**src/rtl/onchip_mem_arbiter.sv**
```systemverilog
// Two-port round-robin arbiter in front of one single-port on-chip RAM.
// At most one RAM command is issued per cycle. The port that loses
// contention is stalled with waitrequest. Read data returns to the port
// that issued the read through a fixed-latency pipeline. Accesses at or
// above MEM_DEPTH still complete, but writes are dropped and reads return
// zero. RD_LAT must be 1 (unregistered RAM q) or 2 (registered RAM q).
module onchip_mem_arbiter #(
  parameter int ADDR_W    = 13,
  parameter int DATA_W    = 32,
  parameter int MEM_DEPTH = 5120,
  parameter int RD_LAT    = 1
) (
  input  logic                  clk,
  input  logic                  reset,
  // port 0
  input  logic [ADDR_W-1:0]     m0_address,
  input  logic [DATA_W/8-1:0]   m0_byteenable,
  input  logic                  m0_read,
  input  logic                  m0_write,
  input  logic [DATA_W-1:0]     m0_writedata,
  output logic                  m0_waitrequest,
  output logic [DATA_W-1:0]     m0_readdata,
  output logic                  m0_readdatavalid,
  // port 1
  input  logic [ADDR_W-1:0]     m1_address,
  input  logic [DATA_W/8-1:0]   m1_byteenable,
  input  logic                  m1_read,
  input  logic                  m1_write,
  input  logic [DATA_W-1:0]     m1_writedata,
  output logic                  m1_waitrequest,
  output logic [DATA_W-1:0]     m1_readdata,
  output logic                  m1_readdatavalid,
  // RAM side
  output logic [ADDR_W-1:0]     mem_address,
  output logic [DATA_W/8-1:0]   mem_byteenable,
  output logic                  mem_chipselect,
  output logic                  mem_write,
  output logic [DATA_W-1:0]     mem_writedata,
  input  logic [DATA_W-1:0]     mem_readdata,
  output logic                  mem_clken
);

  // One bit wider than the address so a depth equal to 2**ADDR_W still fits.
  localparam logic [ADDR_W:0] DEPTH_C = (ADDR_W+1)'(MEM_DEPTH);

  logic                 req0, req1;
  logic                 gnt0, gnt1, gnt_any;
  logic                 gnt_wr, gnt_rd;
  logic                 in_range;
  logic [ADDR_W-1:0]    sel_addr;
  logic [DATA_W/8-1:0]  sel_be;
  logic [DATA_W-1:0]    sel_wdata;

  // 1 = port 1 was granted last, so port 0 wins the next contention.
  logic                 last_grant_q;

  // Read-return pipeline: one {valid, port, out-of-range} entry per stage.
  logic [RD_LAT-1:0]    vld_q, port_q, oor_q;
  logic                 vld_d, port_d, oor_d;

  logic                 vld_last, port_last, oor_last;
  logic [DATA_W-1:0]    ret_data;
  logic                 rdv0, rdv1;
  logic [DATA_W-1:0]    rd0_q, rd1_q;

  // Arbitration and command mux; nothing is granted while reset is held.
  always_comb begin
    req0      = m0_read | m0_write;
    req1      = m1_read | m1_write;
    gnt0      = !reset & req0 & (!req1 | last_grant_q);
    gnt1      = !reset & req1 & !gnt0;
    gnt_any   = gnt0 | gnt1;
    sel_addr  = gnt1 ? m1_address    : m0_address;
    sel_be    = gnt1 ? m1_byteenable : m0_byteenable;
    sel_wdata = gnt1 ? m1_writedata  : m0_writedata;
    // A request with both read and write set is treated as a write.
    gnt_wr    = gnt1 ? m1_write : (gnt0 & m0_write);
    gnt_rd    = gnt_any & !gnt_wr;
    in_range  = {1'b0, sel_addr} < DEPTH_C;
    vld_d     = gnt_rd;
    port_d    = gnt1;
    oor_d     = !in_range;
  end

  assign m0_waitrequest = reset | (req0 & !gnt0);
  assign m1_waitrequest = reset | (req1 & !gnt1);

  assign mem_address    = sel_addr;
  assign mem_byteenable = sel_be;
  assign mem_writedata  = sel_wdata;
  assign mem_chipselect = gnt_any & in_range;
  assign mem_write      = gnt_wr & in_range;
  assign mem_clken      = 1'b1;

  // Remember which port was granted on every grant cycle.
  always_ff @(posedge clk) begin
    if (reset) begin
      last_grant_q <= 1'b1;
    end else if (gnt_any) begin
      last_grant_q <= gnt1;
    end
  end

  // Valid bits of the read-return pipeline; cleared so in-flight reads vanish.
  always_ff @(posedge clk) begin
    if (reset) begin
      vld_q <= '0;
    end else begin
      vld_q[0] <= vld_d;
      for (int i = 1; i < RD_LAT; i++) begin
        vld_q[i] <= vld_q[i-1];
      end
    end
  end

  // Port and out-of-range tags travel alongside the valid bits.
  always_ff @(posedge clk) begin
    port_q[0] <= port_d;
    oor_q[0]  <= oor_d;
    for (int i = 1; i < RD_LAT; i++) begin
      port_q[i] <= port_q[i-1];
      oor_q[i]  <= oor_q[i-1];
    end
  end

  // Last stage lines up with RAM q; out-of-range reads return zero.
  always_comb begin
    vld_last  = vld_q[RD_LAT-1] & !reset;
    port_last = port_q[RD_LAT-1];
    oor_last  = oor_q[RD_LAT-1];
    ret_data  = oor_last ? '0 : mem_readdata;
    rdv0      = vld_last & !port_last;
    rdv1      = vld_last & port_last;
  end

  // Hold the most recent read data per port between strobes.
  always_ff @(posedge clk) begin
    if (reset) begin
      rd0_q <= '0;
      rd1_q <= '0;
    end else begin
      if (rdv0) rd0_q <= ret_data;
      if (rdv1) rd1_q <= ret_data;
    end
  end

  assign m0_readdatavalid = rdv0;
  assign m1_readdatavalid = rdv1;
  assign m0_readdata      = rdv0 ? ret_data : rd0_q;
  assign m1_readdata      = rdv1 ? ret_data : rd1_q;

endmodule
```
**config.mk**
```make
export PLATFORM = sky130hd
export DESIGN_NAME = onchip_mem_arbiter
export DESIGN_NICKNAME = d
export VERILOG_FILES = /design/src/rtl/onchip_mem_arbiter.sv
export SDC_FILE = /design/constraint.sdc
export NUM_CORES = 1
export LEC_CHECK = 0
export BUFFER_PORTS_ARGS = -buffer_cell sky130_fd_sc_hd__buf_4
export CORE_ASPECT_RATIO = 2
export CORE_UTILIZATION = 25
export DETAILED_ROUTE_END_ITERATION = 7
export PLACE_DENSITY = 0.63
export REMOVE_ABC_BUFFERS = 1
export SETUP_SLACK_MARGIN = 0.1
export SLEW_MARGIN = 20
export SYNTH_ARGS = -nofsm -noshare
export SYNTH_HDL_FRONTEND = slang
export SYNTH_SLANG_ARGS = --single-unit
```
**constraint.sdc**
```tcl
create_clock -name clk -period 1.25 [get_ports clk]
set_input_delay 0 -clock clk [delete_from_list [all_inputs] [get_ports clk]]
set_output_delay 0 -clock clk [all_outputs]
set_load 0.02 [all_outputs]
```
Word-level counts from Yosys, hierarchy flattened --
Cells that the tools add are included.
Word-level totals: flip-flop bits (word level) 68, output and inout bits 120
Cells by class: order comparisons 1, multiplexer cells 7, bitwise logic cells 19, reduce and logical (&&, ||, !) cells 7
Operators with widths (number):
- $mux 32 | 4
- $and 1x1->1 | 13
- $lt 13x13->1 const B | 1
- $mux 13 | 1
- $logic_not 1->1 | 7
- $or 1x1->1 | 6
- $mux 4 | 1
- $mux 1 | 1

Longest topological paths before layout --
Gate-level depths: netlist of run 1.
word-level depth 9, mapped depth 6, depth with buffers taken out 3

Least setup slack after synthesis of run 1 --
Ideal clock, no wire load.
kind register to output, start point register last_grant_q, end point output port mem_write, arrival 1521 ps, data required time 1250 ps, path slack -271 ps, cell stages (with the launch flop) 4, path buffers 0, path through dfxtp_1 > o21a_1 > o31ai_1 > nor4b_1
Between the ends: cells in the longest elaborated chain, start to end 7, elaborated cells between the ends (all ways) 9, those cells by class order compare: 1; mux: 2; bitwise: 5; reduce/logical: 1
Ends and longest elaborated chain:
- start: declaration | line 55 | logic last_grant_q;
- start signal: assignment | line 100 | last_grant_q <= gnt1;
- $or 1x1->1 * | line 70 | gnt0 = !reset & req0 & (!req1 | last_grant_q);
- $and 1x1->1 * | line 70
- $logic_not 1->1 | line 71 | gnt1 = !reset & req1 & !gnt0;
- $and 1x1->1 | line 71
- $mux 13 | line 73 | sel_addr = gnt1 ? m1_address : m0_address;
- $lt 13x13->1 | line 79 | in_range = {1'b0, sel_addr} < DEPTH_C;
- $and 1x1->1 * | line 92 | assign mem_write = gnt_wr & in_range;
- end: declaration | line 37 | output logic mem_write,
Mark *: on every way between the ends. The rest lies on a longest branch, timed or not.

Worst setup path in the final report of run 1 --
start point register vld_q, end point output port m0_readdata[12]
Between the ends: cells in the longest elaborated chain, start to end 3
Ends and longest elaborated chain:
- start: declaration | line 58 | logic [RD_LAT-1:0] vld_q, port_q, oor_q;
- start signal: indexed assignment | line 111 | vld_q[i] <= vld_q[i-1];
- $and 1x1->1 | line 128 | vld_last = vld_q[RD_LAT-1] & !reset;
- $and 1x1->1 | line 132 | rdv0 = vld_last & !port_last;
- $mux 32
- end: declaration | line 22 | output logic [DATA_W-1:0] m0_readdata,
Every way passes these cells.

==> summary.md, run 1 <==
| Metric | Value |
|---|---|
| Mux share of post-synthesis cell area | `14.8%` |
| List of most frequent post-synthesis cells | `nand2_1 (129), dfxtp_1 (68), mux2_2 (49)` |
| Die width | `between 80 and 90 um` |
| Unrepaired setup endpoints after global routing | `yes` |
| Status | `finished with violations` |
| Max Cap Viol | `0` |
| Setup crit end kind | `primary output` |
| # rows | `a little over 60` |
| Synth Warn # | `0` |
| Vias in the first global route | `roughly 4,500` |
| Xor/xnor share of the synthesized area | `0%` |
| Residual DRC | `0` |
| # port buffers | `254` |
| Post-synthesis sequential area ratio | `a little over a third` |
| VDD IR-drop max | `around 800 uV` |
| Core area | `approximately 14,000 um2` |
| Syn Area/Cell | `between 8 and 9 um2` |
| Final layout net count | `approximately 910` |
| Total negative slack | `-69,140 ps` |
| Failing checks | `negative setup slack` |
| Synth Flop Type | `dfxtp_1` |
| PnR worst setup slack | `-553 ps` |
| HP Class | `primary input to flip-flop` |
| Switching portion of total power | `between 20 and 30%` |
| Antenna Cells | `0` |
| Wirelength, routed | `19,600 um` |
| Compound-Gate Fraction of Synth Area | `approximately an eighth` |
| Hold WS | `about 22 ps` |
| IO Pins | `around 260` |
| Post-synth EDFFs | `0` |
| Vias per cell | `roughly 4.7` |
| Routed via count | `between 4,000 and 5,000` |
| Area contributors post-synth | `dfxtp_1 (37%), mux2_2 (15%), nand2_1 (13%)` |
| Syn Inst Count | `between 400 and 500` |
| Critical Path AT | `about 1800 ps` |
| Adder-Cell Fraction of Synth Area | `0%` |
| Pint | `between 5 and 6 mW` |
| Final ANT Viol Nets | `0` |
| CP max stage delay | `480 ps` |
| Global route total overflow | `0` |
| Final Hold Vio Count | `0` |
| Leading area contributor after synthesis | `dfxtp_1` |
| Largest family of logic cells by synthesized area | `simple AND/OR/NAND/NOR gates` |
| First-pass GRT wire length | `25,000 um` |
| Num CTS Buffers | `9` |
| Clk_skew | `approximately 8.4 ps` |
| Logic gate share of total power | `a little under a third` |
| Crit share post-route | `144%` |
| Setup Viol. Count Final | `180` |
| Reg power frac | `a little under a third` |
| Worst path cell trace | `or3b_4, clkbuf_16, or2_4, nand2_2, buf_6` |
| Ys async rst share | `0%` |
| H-tree Lvls | `3` |
| Die Ht | `175 um` |
| Clock Pin Slew Worst Setup and Hold Paths | `approximately 50 ps` |
| Routability cong. | `0.849` |
| Effective utilization at floorplan | `25.8%` |
| CTS sink cnt | `just under 70` |
| Slew Limit Fails | `0` |
| DP HPWL | `around 12,000 um` |
| Initial antenna violation count | `3` |
| Startpoint types | `flip-flop` |
| Synth Area in Simple Gates | `about a third` |
| Clock buffer depth | `2` |
| Maximum clock rate | `roughly 0.55 GHz` |
| Synth top area share | `a little over a third` |
| Area growth syn-to-layout | `126%` |
| Setup CP Type | `flip-flop to primary output` |
| Post-layout min period | `around 1800 ps` |
| CTS tree | `yes` |
| DRT iter0 DRCs | `104` |
| Critical Path RT | `between 1000 and 1500 ps` |
| GRT Total Usage | `between 20% and 30%` |
| Clock Power Share | `38.6%` |
| # fillers | `1,327` |
| Worst Path Max Fanout | `7` |
| Mapped Area | `3720 um2` |
| Flops & latches, synth | `68` |
| Largest net degree at the start of global routing | `36` |
| Pwr Density | `884 nW/um2` |
| NetSw | `around 2.1 mW` |
| Drt wl/cell | `between 20 and 25 um` |
| Cell variety after synth | `27` |
| P_leak | `between 3 and 4 nW` |
| Clock latency at the later pin of the worst-skew pair | `approximately 330 ps` |
| Share of cells above drive strength 1 | `about 83%` |
| Most frequent cell after synthesis | `nand2_1` |
| Root Buffer | `clkbuf_16` |
| CP max-delay cell | `or3b_4` |
| Die area | `approximately 15,000 um2` |
| Router iterations before antenna repair | `4` |
==> stage by stage <==
step	setup slack [ps]	cells	utilization [%]	cell area [um2]	power, mW
floorplan	-1690	433	-	3560	3.06
global placement	-201	899	41.0	5920	4.02
detailed placement	-221	899	41.0	5920	4.02
CTS	-572	951	53.1	7660	7.28
global route	-607	972	58.4	8420	7.72
finish	-553	972	58.4	8420	7.44
==> state kept, by name, indices dropped and copies added (netlist names) <==
| signal | count |
|---|---|
| port_last | 1 |
| rd1_q | 32 |
| oor_last | 1 |
| rd0_q | 32 |
| last_grant_q | 1 |
| vld_q | 1 |
==> layout by cell type, fill, tap and decap left out, types with 14 or more instances in the layout <==
| cell | netlist | final |
|---|---|---|
| a21oi_2 | 20 | 64 |
| clkbuf_16 | 0 | 14 |
| nand2b_1 | 37 | 29 |
| nand2_2 | 0 | 57 |
| nand2_4 | 0 | 50 |
| mux2_2 | 49 | 47 |
| or2_4 | 0 | 50 |
| buf_4 | 1 | 201 |
| nand2_1 | 129 | 20 |
| buf_6 | 4 | 99 |
| dfxtp_1 | 68 | 64 |
==> per-layer routing <==
layer | share of wire (%) | global-route usage, %
met1 | 33 | 23.6
met2 | 55 | 41.4
met3 | 9.8 | 9.21
met4 | 1.9 | 6.32
met5 | 0.20 | 0
==> path summary, 6_finish.rpt <==
| kind | from | to | slack [ps] | cells after the start |
|---|---|---|---|---|
| min | m1_write | vld_q$_SDFF_PP0_ | 20 | 3 |
| min reg2reg | rd0_q[28]$_SDFF_PP0_ | rd0_q[28]$_SDFF_PP0_ | 470 | 2 |
| max | vld_q$_SDFF_PP0_ | m0_readdata[12] | -550 | 5 |
| max reg2reg | vld_q$_SDFF_PP0_ | rd0_q[9]$_SDFF_PP0_ | -320 | 5 |
==> what timing repair did <==
item / 4_1_cts / 5_1_grt
gates resized for setup: 264 / 146
hold buffers: 2 / 0
buffers inserted: 21 / 19
pin swaps: 55 / 90
hold endpoints to repair: 1 / 0
gates cloned: 13 / 9
setup endpoints to repair: 181 / 185
==> power by group through the flow <==
stage	Combinational, mW	Sequential [mW]	Clock, mW
floorplan	0.767	2.30	0
global placement	1.73	2.29	0
detailed placement	1.73	2.29	0
CTS	2.08	2.25	2.94
global route	2.42	2.27	3.03
finish	2.30	2.26	2.87
==> critical path: cells and delay by family (launching register included) <==
kind	cells	cell delay, ps
and+or+nand+nor	3	810
buffers and inverters	2	320
DFF	1	350
==> cells by family (layout without fill, tap and decap cells) <==
kind of cell,after synthesis,after routing
simple gates,237,238
mux,49,49
flops,68,68
buf+inv,35,350
compound gates,74,74
other cells,1,1
==> cell type report <==
| cell class | count | area [um2] | share of cell area [%] |
|---|---|---|---|
| timing repair buffer | 330 | 3280 | 38.9 |
| sequential | 68 | 1370 | 16.2 |
| inverter | 4 | 17.5 | 0.208 |
| clock buffer | 11 | 253 | 3.00 |
| tap | 192 | 240 | 2.85 |
| multi-input combinational | 362 | 3180 | 37.8 |
| clock inverter | 5 | 82.6 | 0.981 |
(Power assumes the default switching activity.)
==> run 2, diff against run 1 <==
--- a/config.mk
+++ b/config.mk
@@ -5,11 +5,12 @@
 export SDC_FILE = /design/constraint.sdc
 export NUM_CORES = 1
 export LEC_CHECK = 0
+export ABC_AREA = 1
 export BUFFER_PORTS_ARGS = -buffer_cell sky130_fd_sc_hd__buf_4
 export CORE_ASPECT_RATIO = 2
 export CORE_UTILIZATION = 25
 export DETAILED_ROUTE_END_ITERATION = 7
-export PLACE_DENSITY = 0.63
+export PLACE_DENSITY = 0.62
 export REMOVE_ABC_BUFFERS = 1
 export SETUP_SLACK_MARGIN = 0.1
 export SLEW_MARGIN = 20
==> run 2 against run 1 <==
- first-iteration DRC count rose by 27%
- cell count is 15% higher
- largest cell class unchanged
- the flow still finishes with violations (negative setup slack)
- core utilization down 1.3 points
==> summary.md, run 2 <==
| Metric | Value |
|---|---|
| Status | `finished with violations` |
| Failing checks | `negative setup slack` |
| Max Cap Viol | `0` |
| Mapped Area | `between 3000 and 4000 um2` |
| Worst min-delay path startpoint | `reset` |
| Final Hold Vio Count | `0` |
| Setup crit end kind | `primary output` |
| Initial antenna violation count | `0` |
| Num CTS Buffers | `9` |
| Most frequent cell after synthesis | `nand2_1` |
| Clk_skew | `roughly 11 ps` |
| Critical Path AT | `around 1700 ps` |
| # rows | `65` |
| Logic gate share of total power | `45.4%` |
| Ys async rst share | `0%` |
| Residual DRC | `0` |
| Pwr Density | `~1000 nW/um2` |
| CTS sink cnt | `68` |
| HP Class | `primary input to flip-flop` |
| Final layout net count | `~1,000` |
| Setup Viol. Count Final | `between 150 and 200` |
| List of most frequent post-synthesis cells | `nand2_1 (181), inv_1 (69), dfxtp_1 (68)` |
| Vias per cell | `~4.6` |
| Layout Cells excl Fill | `approximately 1,100` |
| Setup CP Type | `flip-flop to primary output` |
| Tightest Pin Transition | `940 ps` |
| GRT Total Usage | `between 20% and 30%` |
| RR Endpoint | `rd1_q[20]$_SDFF_PP0_` |
| Pint | `~5.8 mW` |
| Post-layout min period | `1680 ps` |
| Worst R2R Start | `vld_q$_SDFF_PP0_` |
| Routability cong. | `about 0.77` |
| CP bufs+invs | `6` |
| R2r setup slk | `-160 ps` |
| Worst Path Max Fanout | `14` |
| Worst path cell trace | `inv_1, nor2_2, nand2_2, inv_4, buf_12, buf_12, or2_0, inv_1, a21oi_2, buf_6` |
| Rel. slew slack | `between 30 and 40%` |
| Synth top area share | `between 30% and 40%` |
| Switching portion of total power | `between 30% and 40%` |
| DP HPWL | `~12,000 um` |
| Global route total overflow | `0` |
| # fillers | `1,331` |
| Share of cells above drive strength 1 | `roughly 70%` |
| Clock latency at the later pin of the worst-skew pair | `about 330 ps` |
| Critical Path RT | `between 1000 and 1500 ps` |
| Drt wl/cell | `around 17 um` |
| Startpoint types | `flip-flop` |
| Placed insts | `1,057` |
| Hold depth | `3` |
| Reg2Reg Depth | `10` |
| Cell variety after synth | `24` |
| Die area | `roughly 16,000 um2` |
| Post-synthesis sequential area ratio | `between 30% and 40%` |
| Syn Area/Cell | `a little under 7 um2` |
| First-pass GRT wire length | `around 27,000 um` |
| Syn Inst Count | `slightly below 600` |
| Synth Flop Type | `dfxtp_1` |
| Power, Total | `9.00 mW` |
| Die width | `approximately 91 um` |
| CTS tree | `yes` |
| Die Ht | `around 180 um` |
| Met3 WL | `between 1000 and 1500 um` |
| H-tree Lvls | `3` |
| Clock Power Share | `roughly 28%` |
| CP max-delay cell | `dfxtp_1` |
| Synth Warn # | `0` |
| P_leak | `4.36 nW` |
| Flops & latches, synth | `between 60 and 70` |
| Clock buffer depth | `2` |
| VDD IR-drop max | `~530 uV` |
| NetSw | `approximately 3.2 mW` |
| Area growth syn-to-layout | `125%` |
| Maximum clock rate | `0.597 GHz` |
| Crit path max-delay family | `buffers and inverters` |
| CP max stage delay | `roughly 300 ps` |
| Antenna Cells | `0` |
| Regs by FF count | `rd0_q x32, rd1_q x32` |
| Reg power frac | `a little over a quarter` |
| Router iterations before antenna repair | `4` |
| Wirelength, routed | `18,900 um` |
| Unrepaired setup endpoints after global routing | `yes` |
| Area contributors post-synth | `dfxtp_1 (34%), nand2_1 (17%), a21oi_1 (8.4%)` |
| Most frequent cells in the layout | `buf_4 (232), buf_6 (98), nand2_4 (85)` |
| Clock Pin Slew Worst Setup and Hold Paths | `approximately 60 ps` |
| Post-layout util | `between 50% and 60%` |
| Critical path depth | `10` |
| Post-synth EDFFs | `0` |
| Core area | `about 16,000 um2` |
| Crit share post-route | `134%` |
| Root Buffer | `clkbuf_16` |
| Largest net degree at the start of global routing | `63` |
| Total negative slack | `-44,410 ps` |
| Min-Delay Endpoint | `rd0_q[9]$_SDFF_PP0_` |
| Leading area contributor after synthesis | `dfxtp_1` |
| Slew Limit Fails | `0` |
| WL met1 | `6830 um` |
| Top sig layer | `met4` |
| IO Pins | `256` |
| Effective utilization at floorplan | `25.4%` |
| Final ANT Viol Nets | `0` |
| Routed wire length on met2 | `slightly above 10,000 um` |
| Routed via count | `between 5,000 and 6,000` |
| PnR worst setup slack | `-426 ps` |
| Vias in the first global route | `between 5,000 and 6,000` |
| Commonest non-fill, non-tap cell in the layout | `buf_4` |
| DRT iter0 DRCs | `132` |
| # port buffers | `254` |
-- run 2: cell types whose count changed in the layout (fill, tap and decap cells not counted), moves of 31 or more --
cell and delta:
a211oi_2 +38, buf_4 +31, inv_1 +55, mux2_2 -47, nand2_4 +35, or2_0 +48
or2_4 -49
-- run 2: routing by layer --
| layer | track usage [%] | vias up |
|---|---|---|
| li1 | - | 2517 |
| met1 | 22.0 | 2382 |
| met2 | 41.0 | 217 |
| met3 | 4.22 | 35 |
| met4 | 8.63 | 0 |
| met5 | 0 | - |
-- run 2: through the flow --
stage               area, um2  worst slack, ps  hold slack [ps]
floorplan                3750             -881             71.6
global placement         6450             -118              277
detailed placement       6450             -120              272
CTS                      8380             -449             8.55
global route             8960             -543             39.4
finish                   8960             -426             37.0
-- run 2: worst register-to-register path: cells and delay by family (launching register included) --
kind / cells / cell delay [ps]
buffers and inverters: 7 / 700
DFF: 1 / 300
and+or+nand+nor: 2 / 200
AOI/OAI and AO/OA: 1 / 50
-- run 2: cells by family after synthesis --
group	Yosys count	synth area share, %
and+or+nand+nor	258	28.7
AOI/OAI and AO/OA	135	23.9
buffers and inverters	119	13.2
DFF	68	34.1
other	1	0.0940
-- run 2: worst max-delay path by stage --
stage | slack [ps] | end | start
floorplan | -880 | mem_chipselect | last_grant_q$_SDFFE_PP1P_
global placement | -120 | m1_readdata[31] | vld_q$_SDFF_PP0_
detailed placement | -120 | m0_readdata[26] | vld_q$_SDFF_PP0_
CTS | -450 | m0_readdata[21] | vld_q$_SDFF_PP0_
global route | -540 | m0_readdata[6] | vld_q$_SDFF_PP0_
finish | -430 | m0_readdata[18] | vld_q$_SDFF_PP0_
-- run 2: area by class of cell --
| class | instances | area, um2 | share of cell area, % |
|---|---|---|---|
| clock buffer | 13 | 250 | 2.79 |
| inverter | 78 | 310 | 3.46 |
| tap | 201 | 251 | 2.81 |
| timing repair buffer | 360 | 3510 | 39.2 |
| multi-input combinational | 395 | 3220 | 36.0 |
| clock inverter | 3 | 46.3 | 0.517 |
| sequential | 68 | 1360 | 15.2 |
-- run 2: power by group through the flow --
stage | clock network [mW] | registers (mW) | logic (mW)
2_1_floorplan | 0 | 2.38 | 1.39
3_3_place_gp | 0 | 2.38 | 2.87
3_5_place_dp | 0 | 2.39 | 2.88
4_1_cts | 2.63 | 2.34 | 3.74
5_1_grt | 2.74 | 2.36 | 4.33
6_report | 2.57 | 2.34 | 4.09
-- run 2: timing repair --
item,CTS,global route
hold buffers,1,0
hold endpoints to repair,1,0
pin swaps,48,54
buffers inserted,22,11
gates cloned,13,1
setup endpoints to repair,185,186
resized for setup,325,128
